<file path="src/rtl/nibble_serial_add_ctrl.sv">
// Nibble-serial 16-bit adder: one shared 4-bit ripple-carry adder (R_4bit) walked over four nibbles, LSB first.
// Optional subtract mode is enabled by defining NIBBLE_SERIAL_SUB_EN, which adds the 'sub' input port.

module R_4bit (
  input  logic [3:0] i_a,
  input  logic [3:0] i_b,
  input  logic       i_c,
  output logic [3:0] o_s,
  output logic       o_c
);

  logic w_c1;
  logic w_c2;
  logic w_c3;
  logic w_s0;
  logic w_s1;
  logic w_s2;
  logic w_s3;

  // Plain ripple chain of four full adders.
  assign w_s0 = i_a[0] ^ i_b[0] ^ i_c;
  assign w_c1 = (i_a[0] & i_b[0]) | (i_c  & (i_a[0] ^ i_b[0]));
  assign w_s1 = i_a[1] ^ i_b[1] ^ w_c1;
  assign w_c2 = (i_a[1] & i_b[1]) | (w_c1 & (i_a[1] ^ i_b[1]));
  assign w_s2 = i_a[2] ^ i_b[2] ^ w_c2;
  assign w_c3 = (i_a[2] & i_b[2]) | (w_c2 & (i_a[2] ^ i_b[2]));
  assign w_s3 = i_a[3] ^ i_b[3] ^ w_c3;
  assign o_c  = (i_a[3] & i_b[3]) | (w_c3 & (i_a[3] ^ i_b[3]));
  assign o_s  = {w_s3, w_s2, w_s1, w_s0};

endmodule

module nibble_serial_add_ctrl (
  input  logic        clk,
  input  logic        rst,
  input  logic        start,
  input  logic [15:0] a,
  input  logic [15:0] b,
  input  logic        cin,
`ifdef NIBBLE_SERIAL_SUB_EN
  input  logic        sub,
`endif
  output logic        busy,
  output logic        done,
  output logic [15:0] sum,
  output logic        cout
);

  typedef enum logic [1:0] {
    IDLE = 2'd0,
    RUN  = 2'd1,
    DONE = 2'd2
  } state_t;

  state_t      r_state;
  logic [15:0] r_a;
  logic [15:0] r_b;
  logic        r_carry;
  logic [1:0]  r_idx;
  logic [15:0] r_sum;
  logic        r_cout;
  logic        r_busy;
  logic        r_done;

  logic [3:0]  w_aNib;
  logic [3:0]  w_bRaw;
  logic [3:0]  w_bNib;
  logic [3:0]  w_nibSum;
  logic        w_nibCarry;
  logic        w_startCarry;

  assign w_aNib = r_a[{r_idx, 2'b00} +: 4];
  assign w_bRaw = r_b[{r_idx, 2'b00} +: 4];

`ifdef NIBBLE_SERIAL_SUB_EN
  logic r_sub;

  // Subtraction is a + ~b + 1: invert b per nibble and seed the chain with 1.
  assign w_bNib       = r_sub ? ~w_bRaw : w_bRaw;
  assign w_startCarry = sub ? 1'b1 : cin;

  always_ff @(posedge clk or posedge rst) begin
    if (rst) begin
      r_sub <= 1'b0;
    end else if (r_state == IDLE && start) begin
      r_sub <= sub;
    end
  end
`else
  assign w_bNib       = w_bRaw;
  assign w_startCarry = cin;
`endif

  R_4bit u_adder (
    .i_a (w_aNib),
    .i_b (w_bNib),
    .i_c (r_carry),
    .o_s (w_nibSum),
    .o_c (w_nibCarry)
  );

  always_ff @(posedge clk or posedge rst) begin
    if (rst) begin
      r_state <= IDLE;
      r_a     <= 16'h0000;
      r_b     <= 16'h0000;
      r_carry <= 1'b0;
      r_idx   <= 2'd0;
      r_sum   <= 16'h0000;
      r_cout  <= 1'b0;
      r_busy  <= 1'b0;
      r_done  <= 1'b0;
    end else begin
      case (r_state)
        IDLE: begin
          if (start) begin
            r_state <= RUN;
            r_a     <= a;
            r_b     <= b;
            r_carry <= w_startCarry;
            r_idx   <= 2'd0;
            r_sum   <= 16'h0000;
            r_cout  <= 1'b0;
            r_busy  <= 1'b1;
          end
        end
        RUN: begin
          r_sum[{r_idx, 2'b00} +: 4] <= w_nibSum;
          r_carry                    <= w_nibCarry;
          r_idx                      <= r_idx + 2'd1;
          // The last nibble's carry-out is the overall carry.
          if (r_idx == 2'd3) begin
            r_cout  <= w_nibCarry;
            r_state <= DONE;
            r_busy  <= 1'b0;
            r_done  <= 1'b1;
          end
        end
        DONE: begin
          r_state <= IDLE;
          r_done  <= 1'b0;
        end
        default: begin
          r_state <= IDLE;
          r_busy  <= 1'b0;
          r_done  <= 1'b0;
        end
      endcase
    end
  end

  assign busy = r_busy;
  assign done = r_done;
  assign sum  = r_sum;
  assign cout = r_cout;

endmodule

</file>
<file path="config.mk">
export PLATFORM = sky130hd
export DESIGN_NAME = nibble_serial_add_ctrl
export DESIGN_NICKNAME = d
export VERILOG_FILES = /design/src/rtl/nibble_serial_add_ctrl.sv
export SDC_FILE = /design/constraint.sdc
export NUM_CORES = 1
export LEC_CHECK = 0
export CAP_MARGIN = 20
export CORE_UTILIZATION = 42
export DETAILED_ROUTE_END_ITERATION = 10
export MAX_ROUTING_LAYER = met4
export PLACE_DENSITY = 0.7
export SYNTH_ARGS = -nofsm -noshare
export SYNTH_HDL_FRONTEND = slang
export SYNTH_SLANG_ARGS = --single-unit
</file>
<file path="constraint.sdc">
create_clock -name clk -period 2.5 [get_ports clk]
set_input_delay 0.5 -clock clk [delete_from_list [all_inputs] [get_ports clk]]
set_output_delay 0.5 -clock clk [all_outputs]
set_load 0.05 [all_outputs]
</file>
==> run_results.csv <==
group,metric,value,unit
min_path,min_path_cells,1,
global_routing,first_global_vias,1670,
logic_synthesis,yosysWarnings,0,
die,top_level_ports,55,
clock_network,htree_levels,2,
clock_network,clk_pin_slew,110,ps
route,firstDrtPassIters,4,
clock_network,cts_made_buffers,5,
critical_path,cp_max_fo,4,
place,place_congestion,0.811,
logic_synthesis,async_reset_ff_share,100,%
logic_synthesis,yosys.cell_types.count,33,
place,dp_cells,311,
clock_network,cts_tree,"built",
logic_synthesis,synth_largest_area_cell,"dfrtp_1",
logic_synthesis,synth_top_flop_cell,"dfrtp_1",
timing,fin_crit_sh,105,%
route,num_vias,1645,
timing,fmax,0.381,GHz
cells_and_area,multiInputGateArea,0.00120,sq mm
clock_network,cts_root_buffer,"clkbuf_8",
clock_network,worstSkewPairLatency,310,ps
die,die-area,0.00682,sq mm
place,dpl_cell_area,0.00338,sq mm
global_routing,antenna_found_initial,0,
cells_and_area,fin_cells,319,
timing,worstMarginPinSlew,668,ps
logic_synthesis,synthesis.nets,224,
clock_network,clockBufferDepth,2,
logic_synthesis,yosysSeqAreaShare,51.4,%
pwr,powerDensity,1440,mW/mm^2
global_routing,grt_pass1_wl,8.73,mm
die,num_rows,28,
timing,hold_viol_final,0,
route,wl,5.09,mm
route,drt-initial-drc-count,70,
cells_and_area,drive_above_1_share,27.9,%
die,coreArea,0.00610,sq mm
logic_synthesis,yosysTopAreaCellShare,51.4,%
global_routing,grt_max_degree,34,
timing,relSlewSlack,55.4,%
timing,slew_viol_final,0,
logic_synthesis,ys_ff_latch,56,
place,place_ws,-160,ps
critical_path,end_kind,"flip-flop",
cells_and_area,diodes,0,
cells_and_area,n_fill_cell,535,
die,start_util,44.7,%
timing,layout_min_cycle_time,2620,ps
timing,layout_setup_ws,-124,ps
die,die_h,82.6,um
clock_network,clock-sinks,56,
critical_path,start_kind,"flip-flop",
status,outcome,"complete, but fails checks",
clock_network,post_cts_buffers,0,
timing,setup_viol,5,
route,drcViolationCount,0,
logic_synthesis,synth.cell_area,0.00273,sq mm
logic_synthesis,synth.area.top_cells,"dfrtp_1 (51%), mux2_4 (16%), mux4_2 (6.6%), fa_1 (2.9%), a22o_1 (2.9%)",
critical_path,reg2reg_depth,10,
pwr,irDropWorstVdd,0.704,mV
cells_and_area,mostFrequentLayoutCell,"dfrtp_1",
timing,rsz0062_at_grt,"true",
cells_and_area,finalInstanceArea,0.00348,sq mm
pwr,leakage,1.55,nW
cells_and_area,area_delta_synth_final,27.4,%
cells_and_area,layout_common_cells,"dfrtp_1 (55), clkdlybuf4s50_1 (54), mux2_4 (29), nand2_1 (9), a22o_1 (9)",
logic_synthesis,syn_inst,180,
critical_path,required,2710,ps
cells_and_area,regArea,0.00140,sq mm
route,wire_per_inst,16.0,um
global_routing,grtUsageTotal,18.0,%
timing,fin_skew,11.4,ps
place,port_buffers,54,
critical_path,crit_type,"reg2reg",
flow_run,cap_viol_max_count,0,
logic_synthesis,synth_enable_flop_cells,0,
status,failed_checks,"negative setup slack",
min_path,hp-class,"reg2reg",
global_routing,grt_overflow_total,0,
logic_synthesis,syn_area_per_cell,15.2,sq um
cells_and_area,nets,287,
critical_path,arrival,2840,ps
place,dp_hpwl,3.92,mm
route,ant_nets,0,
route,drt-vias-per-instance,5.16,
clock_network,postCtsHoldBufs,0,
die,die_width,82.6,um
[synth_stat cells (2+ instances only)]
library cell and instances:
buf_12 3, ha_1 4, a22o_1 9, mux2_4 29, nand4_1 2, buf_4 3, a21oi_1 3, a21o_1 5
mux2_1 3, dfrtp_1 56, nor2_1 3, fa_1 4, mux4_2 8, and4_1 2, o21ai_0 2, o2bb2ai_1 8
inv_1 12, nand2_1 9
[area by class of cell]
type	count	area share [%]
multi-input cells	104	34.4
flip-flops and latches	56	40.4
clock inverters	3	0.720
inverters	12	1.30
repair buffers	64	18.5
well taps	75	2.70
clock buffers	5	1.98
[where the power goes]
| part | internal [W] | leakage, nW | total (W) | switching (W) |
|---|---|---|---|---|
| logic | 0.00146 | 0.812 | 0.00286 | 0.00141 |
| clock network | 0.000205 | 0.0452 | 0.000517 | 0.000312 |
| registers | 0.00131 | 0.692 | 0.00162 | 0.000303 |
| total | 0.00297 | 1.55 | 0.00500 | 0.00202 |
[kinds of logic after synthesis]
family	Yosys count	synth area share [%]
compound gates	28	8.03
flops	56	51.4
mux	41	24.2
buf+inv	20	5.27
fa+ha+maj	8	4.77
simple gates	27	6.38
[state kept, by name, indices dropped and copies added, names as in the netlist]
name	count
r_a	16
sum	16
cout	1
r_carry	1
busy	1
r_state	2
r_idx	2
r_b	16
done	1
[per-layer routing]
| layer | global-route usage, % | vias to the layer above | wire, um |
|---|---|---|---|
| met4 | 5.17 | 0 | 59 |
| met3 | 4.18 | 5 | 257 |
| met1 | 24.8 | 805 | 2430 |
| li1 | - | 780 | - |
| met2 | 26.6 | 55 | 2340 |
| met5 | - | - | 0 |
[worst paths after layout]
kind | slack [ps] | to | from
worst max register to register | -120 | sum[3]$_DFFE_PP0P_ | r_idx[0]$_DFFE_PP0P_
max in group asynchronous | 1380 | r_idx[0]$_DFFE_PP0P_ | rst
worst max-delay path | -120 | sum[3]$_DFFE_PP0P_ | r_idx[0]$_DFFE_PP0P_
worst min-delay path | 490 | busy$_DFFE_PP0P_ | busy$_DFFE_PP0P_
min in group asynchronous | 540 | sum[11]$_DFFE_PP0P_ | rst
worst min register to register | 490 | busy$_DFFE_PP0P_ | busy$_DFFE_PP0P_
[per-stage QoR]
stage	total power, W	util [%]	hold WS (ps)	TNS [ps]
2_1_floorplan	0.00373	-	453	-1060
3_3_place_gp	0.00443	55.4	460	-414
3_5_place_dp	0.00450	55.4	468	-714
4_1_cts	0.00505	57.0	493	-542
5_1_grt	0.00538	57.0	529	-1070
6_report	0.00500	57.0	493	-467
[critical path: stages (launching register included)]
cell and delay (ps):
dfrtp_2 450, mux4_2 350, inv_2 40, fa_2 340
inv_2 60, fa_2 180, inv_2 40, fa_2 320
inv_2 60, fa_2 460, a22o_1 220
[repair_timing]
item,in CTS,in global routing
hold endpoints to repair,0,0
endpoints found under the setup margin,6,6
pin swaps,0,0
gates resized for setup,4,0
Note: power is estimated with default switching activity, not from simulation.
